## config.mk

```make
export PLATFORM = sky130hd
export DESIGN_NAME = sdram_bist_engine
export DESIGN_NICKNAME = d
export VERILOG_FILES = /design/src/rtl/sdram_bist_engine.sv
export SDC_FILE = /design/constraint.sdc
export NUM_CORES = 1
export LEC_CHECK = 0
export ABC_CLOCK_PERIOD_IN_PS = 13300
export BUFFER_PORTS_ARGS = -buffer_cell sky130_fd_sc_hd__buf_2
export CORE_ASPECT_RATIO = 1.2
export CORE_MARGIN = 2
export CORE_UTILIZATION = 60
export DETAILED_ROUTE_END_ITERATION = 10
export GPL_TIMING_DRIVEN = 0
export PLACE_DENSITY = 0.83
export SYNTH_ARGS = -nofsm -noshare
export SYNTH_HDL_FRONTEND = slang
export SYNTH_SLANG_ARGS = --single-unit
export TNS_END_PERCENT = 5
```

## constraint.sdc

```tcl
create_clock -name clk -period 13.3 [get_ports clk]
set_clock_uncertainty 0.15 [all_clocks]
set_input_delay 0 -clock clk [delete_from_list [all_inputs] [get_ports clk]]
set_output_delay 0 -clock clk [all_outputs]
set_load 0.1 [all_outputs]
```

## src/rtl/sdram_bist_engine.sv

```systemverilog
// SDRAM power-on self-test: fills DEPTH bursts with a generated pattern, reads them
// back, compares against the regenerated pattern and reports errors and progress.
module sdram_bist_engine #(
    parameter int ADDR_W  = 24,
    parameter int DATA_W  = 16,
    parameter int WORDS   = 4,
    parameter int DEPTH   = 386400,
    parameter int BAR_MAX = 799,
    parameter int BAR_DIV = 966,
    parameter int TIMEOUT = 4096
) (
    input  logic                      clk,
    input  logic                      rst_n,
    input  logic                      en,
    input  logic [1:0]                i_mode,
    input  logic                      i_stop_on_err,
    output logic                      o_wr_req,
    output logic [ADDR_W-1:0]         o_wr_addr,
    output logic [WORDS*DATA_W-1:0]   o_wr_data,
    input  logic                      i_wr_done,
    output logic                      o_rd_req,
    output logic [ADDR_W-1:0]         o_rd_addr,
    input  logic [WORDS*DATA_W-1:0]   i_rd_data,
    input  logic                      i_rd_done,
    output logic [11:0]               o_bar_value,
    output logic                      o_busy,
    output logic                      o_done,
    output logic                      o_pass,
    output logic                      o_timeout,
    output logic [15:0]               o_err_cnt,
    output logic [ADDR_W-1:0]         o_first_err_addr,
    output logic                      o_first_err_valid
);
    localparam int BURST_W = WORDS * DATA_W;
    localparam int TMR_W   = $clog2(TIMEOUT + 1);
    localparam int STEP_W  = $clog2(BAR_DIV + 1);
    localparam logic [ADDR_W-1:0] ADDR_LAST = ADDR_W'(DEPTH - 1);
    localparam logic [TMR_W-1:0]  TMR_LAST  = TMR_W'(TIMEOUT - 1);
    localparam logic [STEP_W-1:0] STEP_LAST = STEP_W'(BAR_DIV - 1);
    localparam logic [11:0]       BAR_TOP   = 12'(BAR_MAX);

    typedef enum logic [3:0] {
        IDLE, WR, WR_WAIT, NEXT_W, RD, RD_WAIT, CMP, NEXT_R, DONE
    } state_t;

    state_t              state, state_next;
    logic [ADDR_W-1:0]   addr;
    logic [TMR_W-1:0]    timer;
    logic [STEP_W-1:0]   step;
    logic [1:0]          mode_q;
    logic [BURST_W-1:0]  rd_data_q;
    logic                wr_ack, rd_ack, tmo_hit, last, mismatch, pass_next;

    function automatic logic [DATA_W-1:0] pat_word(input logic [1:0] mode,
                                                   input logic [ADDR_W-1:0] a, input int k);
        logic [DATA_W-1:0] inc;
        int                sh;
        inc = DATA_W'(a) * DATA_W'(WORDS) + DATA_W'(k);
        sh  = (int'(a) + k) % DATA_W;
        case (mode)
            2'd0:    return inc;
            2'd1:    return (a[0] ^ k[0]) ? DATA_W'({(DATA_W/2+1){2'b01}})
                                          : DATA_W'({(DATA_W/2+1){2'b10}});
            2'd2:    return DATA_W'(1) << sh;
            default: return ~inc;
        endcase
    endfunction

    function automatic logic [BURST_W-1:0] burst(input logic [1:0] mode, input logic [ADDR_W-1:0] a);
        logic [BURST_W-1:0] b;
        b = '0;
        for (int k = 0; k < WORDS; k++) b[k*DATA_W +: DATA_W] = pat_word(mode, a, k);
        return b;
    endfunction

    function automatic logic [15:0] sat_err(input logic [15:0] x);
        return (x == 16'hFFFF) ? x : x + 16'd1;
    endfunction

    function automatic logic [11:0] sat_bar(input logic [11:0] x);
        return (x >= BAR_TOP) ? BAR_TOP : x + 12'd1;
    endfunction

    // Only the done matching the active request is accepted; stray dones are ignored.
    assign wr_ack    = (state == WR_WAIT) && o_wr_req && i_wr_done;
    assign rd_ack    = (state == RD_WAIT) && o_rd_req && i_rd_done;
    assign tmo_hit   = (((state == WR_WAIT) && !wr_ack) || ((state == RD_WAIT) && !rd_ack))
                       && (timer == TMR_LAST);
    assign last      = (addr == ADDR_LAST);
    assign mismatch  = (state == CMP) && (rd_data_q != burst(mode_q, o_rd_addr));
    assign pass_next = (o_err_cnt == 16'd0) && !mismatch && !tmo_hit && !o_timeout;

    always_ff @(posedge clk or negedge rst_n) begin
        if (!rst_n) state <= IDLE;
        else        state <= state_next;
    end

    always_comb begin
        state_next = state;
        case (state)
            IDLE:    state_next = WR;
            WR:      state_next = WR_WAIT;
            WR_WAIT: if (wr_ack) state_next = NEXT_W; else if (tmo_hit) state_next = DONE;
            NEXT_W:  state_next = last ? RD : WR;
            RD:      state_next = RD_WAIT;
            RD_WAIT: if (rd_ack) state_next = CMP; else if (tmo_hit) state_next = DONE;
            CMP:     state_next = (mismatch && i_stop_on_err) ? DONE : NEXT_R;
            NEXT_R:  state_next = last ? DONE : RD;
            default: state_next = DONE;
        endcase
        if (!en) state_next = IDLE;
    end

    always_comb begin
        o_busy = !((state == IDLE) || (state == DONE));
    end

    // Pattern mode and captured read burst need no reset: both are loaded before use.
    always_ff @(posedge clk) begin
        if (state == IDLE) mode_q <= i_mode;
        if (rd_ack)        rd_data_q <= i_rd_data;
    end

    always_ff @(posedge clk or negedge rst_n) begin
        if (!rst_n) begin
            addr <= '0; timer <= '0; step <= '0;
            o_wr_req <= 1'b0; o_wr_addr <= '0; o_wr_data <= '0;
            o_rd_req <= 1'b0; o_rd_addr <= '0; o_bar_value <= '0;
            o_done <= 1'b0; o_pass <= 1'b0; o_timeout <= 1'b0; o_err_cnt <= '0;
            o_first_err_addr <= '0; o_first_err_valid <= 1'b0;
        end else if (!en) begin
            addr <= '0; timer <= '0; step <= '0;
            o_wr_req <= 1'b0; o_wr_addr <= '0; o_wr_data <= '0;
            o_rd_req <= 1'b0; o_rd_addr <= '0; o_bar_value <= '0;
            o_done <= 1'b0; o_pass <= 1'b0; o_timeout <= 1'b0; o_err_cnt <= '0;
            o_first_err_addr <= '0; o_first_err_valid <= 1'b0;
        end else begin
            case (state)
                IDLE: addr <= '0;
                WR: begin
                    o_wr_addr <= addr;
                    o_wr_data <= burst(mode_q, addr);
                    o_wr_req  <= 1'b1;
                    timer     <= '0;
                end
                RD: begin
                    o_rd_addr <= addr;
                    o_rd_req  <= 1'b1;
                    timer     <= '0;
                end
                WR_WAIT, RD_WAIT: begin
                    if (wr_ack || rd_ack) begin
                        o_wr_req <= 1'b0;
                        o_rd_req <= 1'b0;
                        if (step == STEP_LAST) begin
                            step        <= '0;
                            o_bar_value <= sat_bar(o_bar_value);
                        end else begin
                            step <= step + 1'b1;
                        end
                    end else if (tmo_hit) begin
                        o_wr_req  <= 1'b0;
                        o_rd_req  <= 1'b0;
                        o_timeout <= 1'b1;
                    end else begin
                        timer <= timer + 1'b1;
                    end
                end
                NEXT_W, NEXT_R: addr <= last ? '0 : addr + 1'b1;
                CMP: begin
                    if (mismatch) begin
                        o_err_cnt <= sat_err(o_err_cnt);
                        if (!o_first_err_valid) begin
                            o_first_err_addr  <= o_rd_addr;
                            o_first_err_valid <= 1'b1;
                        end
                    end
                end
                default: ;
            endcase
            // A passing run snaps the bar to full; failures keep the value reached.
            if ((state != DONE) && (state_next == DONE)) begin
                o_done <= 1'b1;
                o_pass <= pass_next;
                if (pass_next) o_bar_value <= BAR_TOP;
            end
        end
    end
endmodule

```

==> results.py, run 1 <==
metrics = {
    "pwr": {
        "power.clock.fraction_pct": 37.0,
        "power.share.combinational_pct": 23.7,
        "cellPowerDensity_nw_per_um2": 120,
        "p_sw_share_pct": 34.6,
        "max-vdd-ir-drop_v": 0.000159,
        "intPower_w": 0.00157,
        "leakage_nw": 8.51,
        "seq_power_share_pct": 39.3,
        "switchingPower_w": 0.000830,
    },
    "hold_path": {
        "min_path_type": "in -> async",
    },
    "global_routing": {
        "met1_usage_pct": 57.3,
        "grtUsageTotal_pct": 47.8,
        "grt_pass1_vias": 17700,
        "met3_usage_pct": 11.7,
        "overflow": 0,
        "antenna_found_initial": 1,
        "grt_pass1_wl_um": 104000,
        "grt_busiest_layer": "met2",
        "grt_max_degree": 128,
        "grt_use_met2_pct": 76.4,
    },
    "floorplanning": {
        "core_um2": 26400,
        "die_w_um": 154,
        "initial_core_util_pct": 61.1,
        "rows": 65,
        "ios": 243,
        "die-area_um2": 28200,
        "die_h_um": 184,
    },
    "clock_network": {
        "cts_sinks": 287,
        "cts_buffer_depth": 3,
        "path_clk_slew_ns": 0.06,
        "numCtsBuffers": 29,
        "cts_tree": "yes",
        "htree_levels": 1,
        "clock-root-buffer": "clkbuf_16",
        "post_cts_buffers": 0,
        "clkLatencyLatePin_ns": 0.60,
    },
    "yosys": {
        "synthCells": 1825,
        "async_reset_ff_share_pct": 77.0,
        "synthesis.area_um2": 16100,
        "synth_enable_flop_cells": 66,
        "syn_area_per_cell_um2": 8.83,
        "syn-num-nets": 1917,
        "yosysSeqAreaShare_pct": 46.6,
        "yosysWarnings": 0,
        "yosysUniqueCellTypes": 83,
        "ys_ff_latch": 287,
        "ys.flop_type": "dfrtp_1",
    },
    "routing": {
        "remaining_drc_errors": 0,
        "wl_um": 69100,
        "wl_per_cell_um": 26.7,
        "antenna_left": 0,
        "via_per_inst": 6.98,
        "vias": 18000,
        "first_iter_violations": 2883,
        "drt_first_pass_iters": 9,
    },
    "worst_setup_path": {
        "crit_path_end_kind": "register",
        "critPathMaxStageDelay_ns": 0.64,
        "cp_data_required_time_ns": 13.65,
        "crit_top_cell": "clkbuf_1",
        "path_cells": "clkbuf_1 -> clkbuf_1 -> inv_1 -> ha_1 -> nor2b_1 -> nand3_1 -> and3_1 -> a311oi_1 -> nand4_1 -> or4_4 -> nor4_4 -> buf_2 -> nor4_1 -> mux2i_1",
        "start_kind": "register",
        "slowest_stage": "nor4_4",
        "worstSetupPathType": "reg -> reg",
        "cp.arrival_ns": 6.57,
        "worstPathMaxFanout": 10,
    },
    "cells_and_area": {
        "layout-drive-gt1-share_pct": 15.1,
        "syn2layout_area_growth_pct": 24.5,
        "fin_util_pct": 76.1,
        "layout_common_cells": "320 x nand2_1, 261 x buf_2, 221 x dfrtp_1",
        "final_common_cell": "nand2_1",
        "nFillCells": 1775,
        "regArea_um2": 7510,
        "multiInputGateArea_um2": 7930,
        "fin_nets": 2315,
    },
    "status": {
        "status": "complete, but fails checks",
        "violations": "negative hold slack",
    },
    "placed_design": {
        "port_buffers": 242,
        "gp_congestion": 1.04,
        "place_hpwl_um": 46400,
    },
    "timing": {
        "setup_tns_ns": 0,
        "period_minus_slack_ns": 6.23,
        "tightest_slew_ns": 1.39,
        "clock.fmax_mhz": 161,
        "setup_viol": 0,
        "rsz0062_at_grt": "false",
        "min_period_over_period_pct": 46.8,
        "hold_slack_ns": -0.0228,
        "maxSlewHeadroom_pct": 6.65,
        "hold_viol_final": 27,
        "slew_violations": 0,
    },
    "run": {
        "maxCapViolCount": 0,
    },
}
[metrics by stage]
step | power, W | worst slack, ns | cell area, um2 | cells
floorplan | 0.00132 | 7.67 | 16100 | 1825
global placement | 0.00147 | 6.47 | 17700 | 2402
detailed placement | 0.00147 | 7.49 | 17800 | 2404
CTS | 0.00237 | 7.45 | 20100 | 2581
global route | 0.00245 | 7.01 | 20100 | 2581
finish | 0.00240 | 7.07 | 20100 | 2583
[path summary, 6_finish.rpt]
path / start / endpoint / slack, ns / cells after the start
worst max register to register: o_rd_addr[2] / o_err_cnt[7] / 7.07 / 14
max in group asynchronous: rst_n / o_wr_data[3] / 12.04 / 3
worst max-delay path: o_rd_addr[2] / o_err_cnt[7] / 7.07 / 14
min in group clk: i_rd_data[22] / rd_data_q[22] / -0.01 / 2
worst min register to register: o_wr_data[38] / o_wr_data[38] / 0.33 / 2
worst min-delay path: rst_n / step[0] / -0.02 / 2
[worst max-delay path: cells and delay by family (launching register included)]
family,cells,cell delay (ns)
compound gates,1,0.57
fa+ha+maj,1,0.44
buf+inv,4,1.54
flops,1,0.48
mux,1,0.25
simple gates,7,2.72
[cell type report]
class / count / area share, %
diodes: 2 / 0.0250
plain buffers: 138 / 2.82
clock buffers: 35 / 3.84
clock inverters: 19 / 1.22
inverters: 30 / 0.561
multi-input cells: 1370 / 39.5
flip-flops and latches: 287 / 37.5
well taps: 335 / 2.09
repair buffers: 367 / 12.5
[cells by family (layout without fill, tap and decap cells)]
family / after synthesis / count (layout) / share of synthesized area, %
other: 0 / 2 / 0
muxes: 43 / 43 / 2.69
buffers and inverters: 168 / 589 / 4.21
and+or+nand+nor: 768 / 768 / 23.2
xor gates and xnor gates: 62 / 62 / 3.42
DFF: 287 / 287 / 46.6
AOI/OAI and AO/OA: 477 / 477 / 18.3
adders and majority gates: 20 / 20 / 1.55
[power by group through the flow]
stage                     Sequential, W  Combinational [W]  Clock [W]
final                          0.000944           0.000570   0.000889
after global routing           0.000945           0.000589   0.000918
after CTS                      0.000943           0.000546   0.000878
after detailed placement       0.000959           0.000513          0
after global placement         0.000958           0.000509          0
after floorplan                 0.00112           0.000200          0
[registers in the layout, summed over array words and instances, names as in the netlist, 2 cells and up]
signal	flops
o_wr_addr	24
rd_data_q	64
mode_q	2
addr	24
o_first_err_addr	24
state	4
timer	13
o_wr_data	64
step	10
o_rd_addr	24
o_err_cnt	16
o_bar_value	12
[synth_stat cells (8+ instances only)]
| master | n | area share (%) |
|---|---|---|
| a211oi_1 | 23 | 1.1 |
| a21o_1 | 9 | 0.42 |
| a21oi_1 | 154 | 4.8 |
| a221oi_1 | 22 | 1.2 |
| a31oi_1 | 16 | 0.62 |
| and2_1 | 13 | 0.50 |
| and3_1 | 31 | 1.2 |
| and4_1 | 9 | 0.49 |
| buf_2 | 20 | 0.62 |
| clkbuf_1 | 111 | 2.6 |
| dfrtp_1 | 221 | 34 |
| edfxtp_1 | 66 | 12 |
| ha_1 | 20 | 1.6 |
| inv_1 | 28 | 0.65 |
| mux2i_1 | 41 | 2.5 |
| nand2_1 | 320 | 7.5 |
| nand2b_1 | 30 | 1.2 |
| nand3_1 | 42 | 1.3 |
| nand3b_1 | 8 | 0.37 |
| nand4_1 | 36 | 1.4 |
| nor2_1 | 124 | 2.9 |
| nor2b_1 | 33 | 1.3 |
| nor3_1 | 32 | 0.99 |
| nor3b_1 | 8 | 0.37 |
| nor4_1 | 23 | 0.89 |
| o211ai_1 | 12 | 0.56 |
| o21ai_0 | 130 | 4.0 |
| o21ai_1 | 8 | 0.25 |
| o31ai_1 | 13 | 0.61 |
| o32ai_1 | 9 | 0.49 |
| or3_1 | 21 | 0.82 |
| xnor2_1 | 29 | 1.6 |
| xor2_1 | 32 | 1.7 |
[repair_timing]
item / CTS / global route
gates resized for setup: 0 / 0
hold endpoints to repair: 235 / 0
hold buffers: 123 / 0
[routing by layer]
metal / up-vias / routed length [um]
met4: 2 / 6170
met5: - / 14
li1: 7352 / -
met2: 1705 / 31400
met3: 516 / 8500
met1: 8458 / 23000
Note: power is estimated with default switching activity, not from simulation.
==> inputs of run 2 (changes only) <==
ABC_CLOCK_PERIOD_IN_PS = 5700   (was 13300)
CORE_UTILIZATION = 52   (was 60)
PLACE_DENSITY = 0.77   (was 0.83)
clock period = 5.7 ns   (was 13.3 ns; I/O delays follow)
==> run 2 against run 1 <==
- the flow now finishes without violations
- core utilization decreased by 10 points
- first-iteration DRC count decreased by 25%
- global-route usage decreased by 7.9 points
- sequential cell count unchanged
- clock-buffer cell count increased by 3
- critical path type unchanged
- largest power group unchanged
==> results.py, run 2 (synthesis results as in run 1) <==
metrics = {
    "hold_path": {
        "min_path_type": "in -> reg",
    },
    "cells_and_area": {
        "fin_nets": 2311,
        "final_common_cell": "nand2_1",
        "syn2layout_area_growth_pct": 24.3,
        "layout-drive-gt1-share_pct": 15.1,
        "fin_cells": 2637,
        "multiInputGateArea_um2": 7940,
        "nFillCells": 2544,
        "layout_common_cells": "320 x nand2_1, 261 x buf_2, 221 x dfrtp_1",
        "regArea_um2": 7510,
        "reg.largest.list": "o_wr_data x64, rd_data_q x64",
    },
    "clock_network": {
        "htree_levels": 1,
        "numCtsBuffers": 29,
        "cts_buffer_depth": 3,
        "clock-root-buffer": "clkbuf_16",
        "clkLatencyLatePin_ns": 0.57,
        "path_clk_slew_ns": 0.06,
        "cts_sinks": 287,
        "cts_tree": "yes",
    },
    "worst_setup_path": {
        "cp_data_required_time_ns": 5.98,
        "critPathMaxStageDelay_ns": 0.56,
        "slowest_stage": "dfrtp_1",
        "path_cells": "clkbuf_1 -> clkbuf_2 -> inv_1 -> ha_1 -> clkbuf_1 -> nand4_1 -> and3_1 -> a2111oi_0 -> nand4_1 -> or4_1 -> nor4_4 -> buf_4 -> buf_2 -> nor4b_1 -> mux2i_1",
        "cp.arrival_ns": 5.75,
        "worstSetupPathType": "reg -> reg",
        "crit_path_end_kind": "register",
        "rrSetupSlack_ns": 0.22,
        "worstPathMaxFanout": 10,
        "start_kind": "register",
    },
    "floorplanning": {
        "die_w_um": 165,
        "core_um2": 30500,
        "initial_core_util_pct": 52.9,
        "rows": 70,
        "die-area_um2": 32400,
        "die_h_um": 197,
        "ios": 243,
    },
    "routing": {
        "via_per_inst": 6.34,
        "antenna_left": 0,
        "drt_first_pass_iters": 6,
        "remaining_drc_errors": 0,
        "wl_per_cell_um": 24.6,
        "wl_um": 64800,
        "first_iter_violations": 2154,
        "vias": 16700,
    },
    "pwr": {
        "power.clock.fraction_pct": 34.8,
        "max-vdd-ir-drop_v": 0.000253,
        "power.share.combinational_pct": 24.2,
        "switchingPower_w": 0.00185,
        "intPower_w": 0.00352,
        "seq_power_share_pct": 41.0,
        "total_power_w": 0.00536,
        "p_sw_share_pct": 34.5,
        "cellPowerDensity_nw_per_um2": 268,
        "leakage_nw": 8.47,
    },
    "global_routing": {
        "grtUsageTotal_pct": 39.9,
        "grt_max_degree": 94,
        "antenna_found_initial": 1,
        "grt_pass1_wl_um": 97500,
        "overflow": 0,
        "grt_pass1_vias": 16300,
    },
    "timing": {
        "min_period_over_period_pct": 96.1,
        "hold_viol_final": 0,
        "maxSlewHeadroom_pct": 13.0,
        "slew_violations": 0,
        "period_minus_slack_ns": 5.48,
        "tightest_slew_ns": 1.29,
        "clock.fmax_mhz": 183,
        "setup_viol": 0,
        "rsz0062_at_grt": "false",
    },
    "placed_design": {
        "gp_congestion": 1.06,
        "port_buffers": 242,
        "place_hpwl_um": 46200,
        "place_inst": 2466,
    },
    "status": {
        "status": "finished, final reports clean",
    },
    "run": {
        "maxCapViolCount": 0,
    },
}
[run 2: changes by cell type in the layout (fill, tap and decap cells not counted), moves of 2 or more]
cell	change
buf_16	+2
clkbuf_1	-2
bufinv_16	-4
clkinv_2	-2
clkinvlp_4	-3
dlygate4sd3_1	-8
buf_4	+2
clkbuf_8	+3
clkinv_1	+5
[run 2: timing repair]
action | 4_1_cts | 5_1_grt
endpoints found under the setup margin | 40 | 47
pin swaps | 0 | 1
hold buffers | 115 | 1
setup buffers | 0 | 2
gates resized for setup | 1 | 2
hold endpoints to repair | 335 | 1
[run 2: area by class of cell]
cell class	instances	share of cell area, %
multi-input cells	1370	39.6
flip-flops and latches	287	37.5
repair buffers	363	12.4
clock buffers	38	4.07
plain buffers	138	2.83
well taps	396	2.47
inverters	30	0.562
clock inverters	14	0.469
diodes	1	0.0125
[run 2: path summary, 6_finish.rpt]
check | startpoint | to | depth (start not counted)
max | o_rd_addr[2] | o_err_cnt[13] | 15
min | i_rd_data[45] | rd_data_q[45] | 2
max reg2reg | o_rd_addr[2] | o_err_cnt[13] | 15
min reg2reg | o_wr_data[57] | o_wr_data[57] | 2
max in group asynchronous | rst_n | o_wr_data[45] | 4
min in group asynchronous | rst_n | step[0] | 4
[run 2: worst max-delay path, delay by kind of cell, from the launching register on]
kind	cells	cell delay (ns)
buffers and inverters	6	1.85
AND/OR/NAND/NOR	6	1.78
adder cells (fa/ha/maj)	1	0.41
flip-flops	1	0.56
multiplexers	1	0.15
AO/OA/AOI/OAI	1	0.44
[run 2: stage by stage]
step / setup WS [ns] / TNS (ns) / cell area, um2 / util [%] / hold slack [ns]
finish: 0.224 / 0 / 20000 / 65.7 / 0.00356
CTS: 0.132 / 0 / 20000 / 65.6 / 0.000132
global route: 0.0821 / 0 / 20000 / 65.7 / 0.00924
detailed placement: -0.104 / -2.76 / 17900 / 58.8 / -0.167
floorplan: 0.0681 / 0 / 16100 / - / -0.446
global placement: -1.26 / -30.05 / 17800 / 58.5 / 0.0274
[run 2: metal layers]
metal	GRT usage, %	share of wire (%)	up-vias	routed length [um]
li1	-	-	7367	-
met1	50.6	38	8052	24700
met2	64.9	47	1028	30300
met3	6.48	8.4	271	5460
met4	22.6	6.7	2	4340
met5	0	0.014	-	9
[run 2: power groups by stage]
stage / clock network [W] / registers (W) / logic (W)
after floorplan: 0 / 0.00260 / 0.000466
after global placement: 0 / 0.00224 / 0.00119
after detailed placement: 0 / 0.00224 / 0.00120
after CTS: 0.00188 / 0.00220 / 0.00127
after global routing: 0.00197 / 0.00220 / 0.00136
final: 0.00187 / 0.00220 / 0.00130
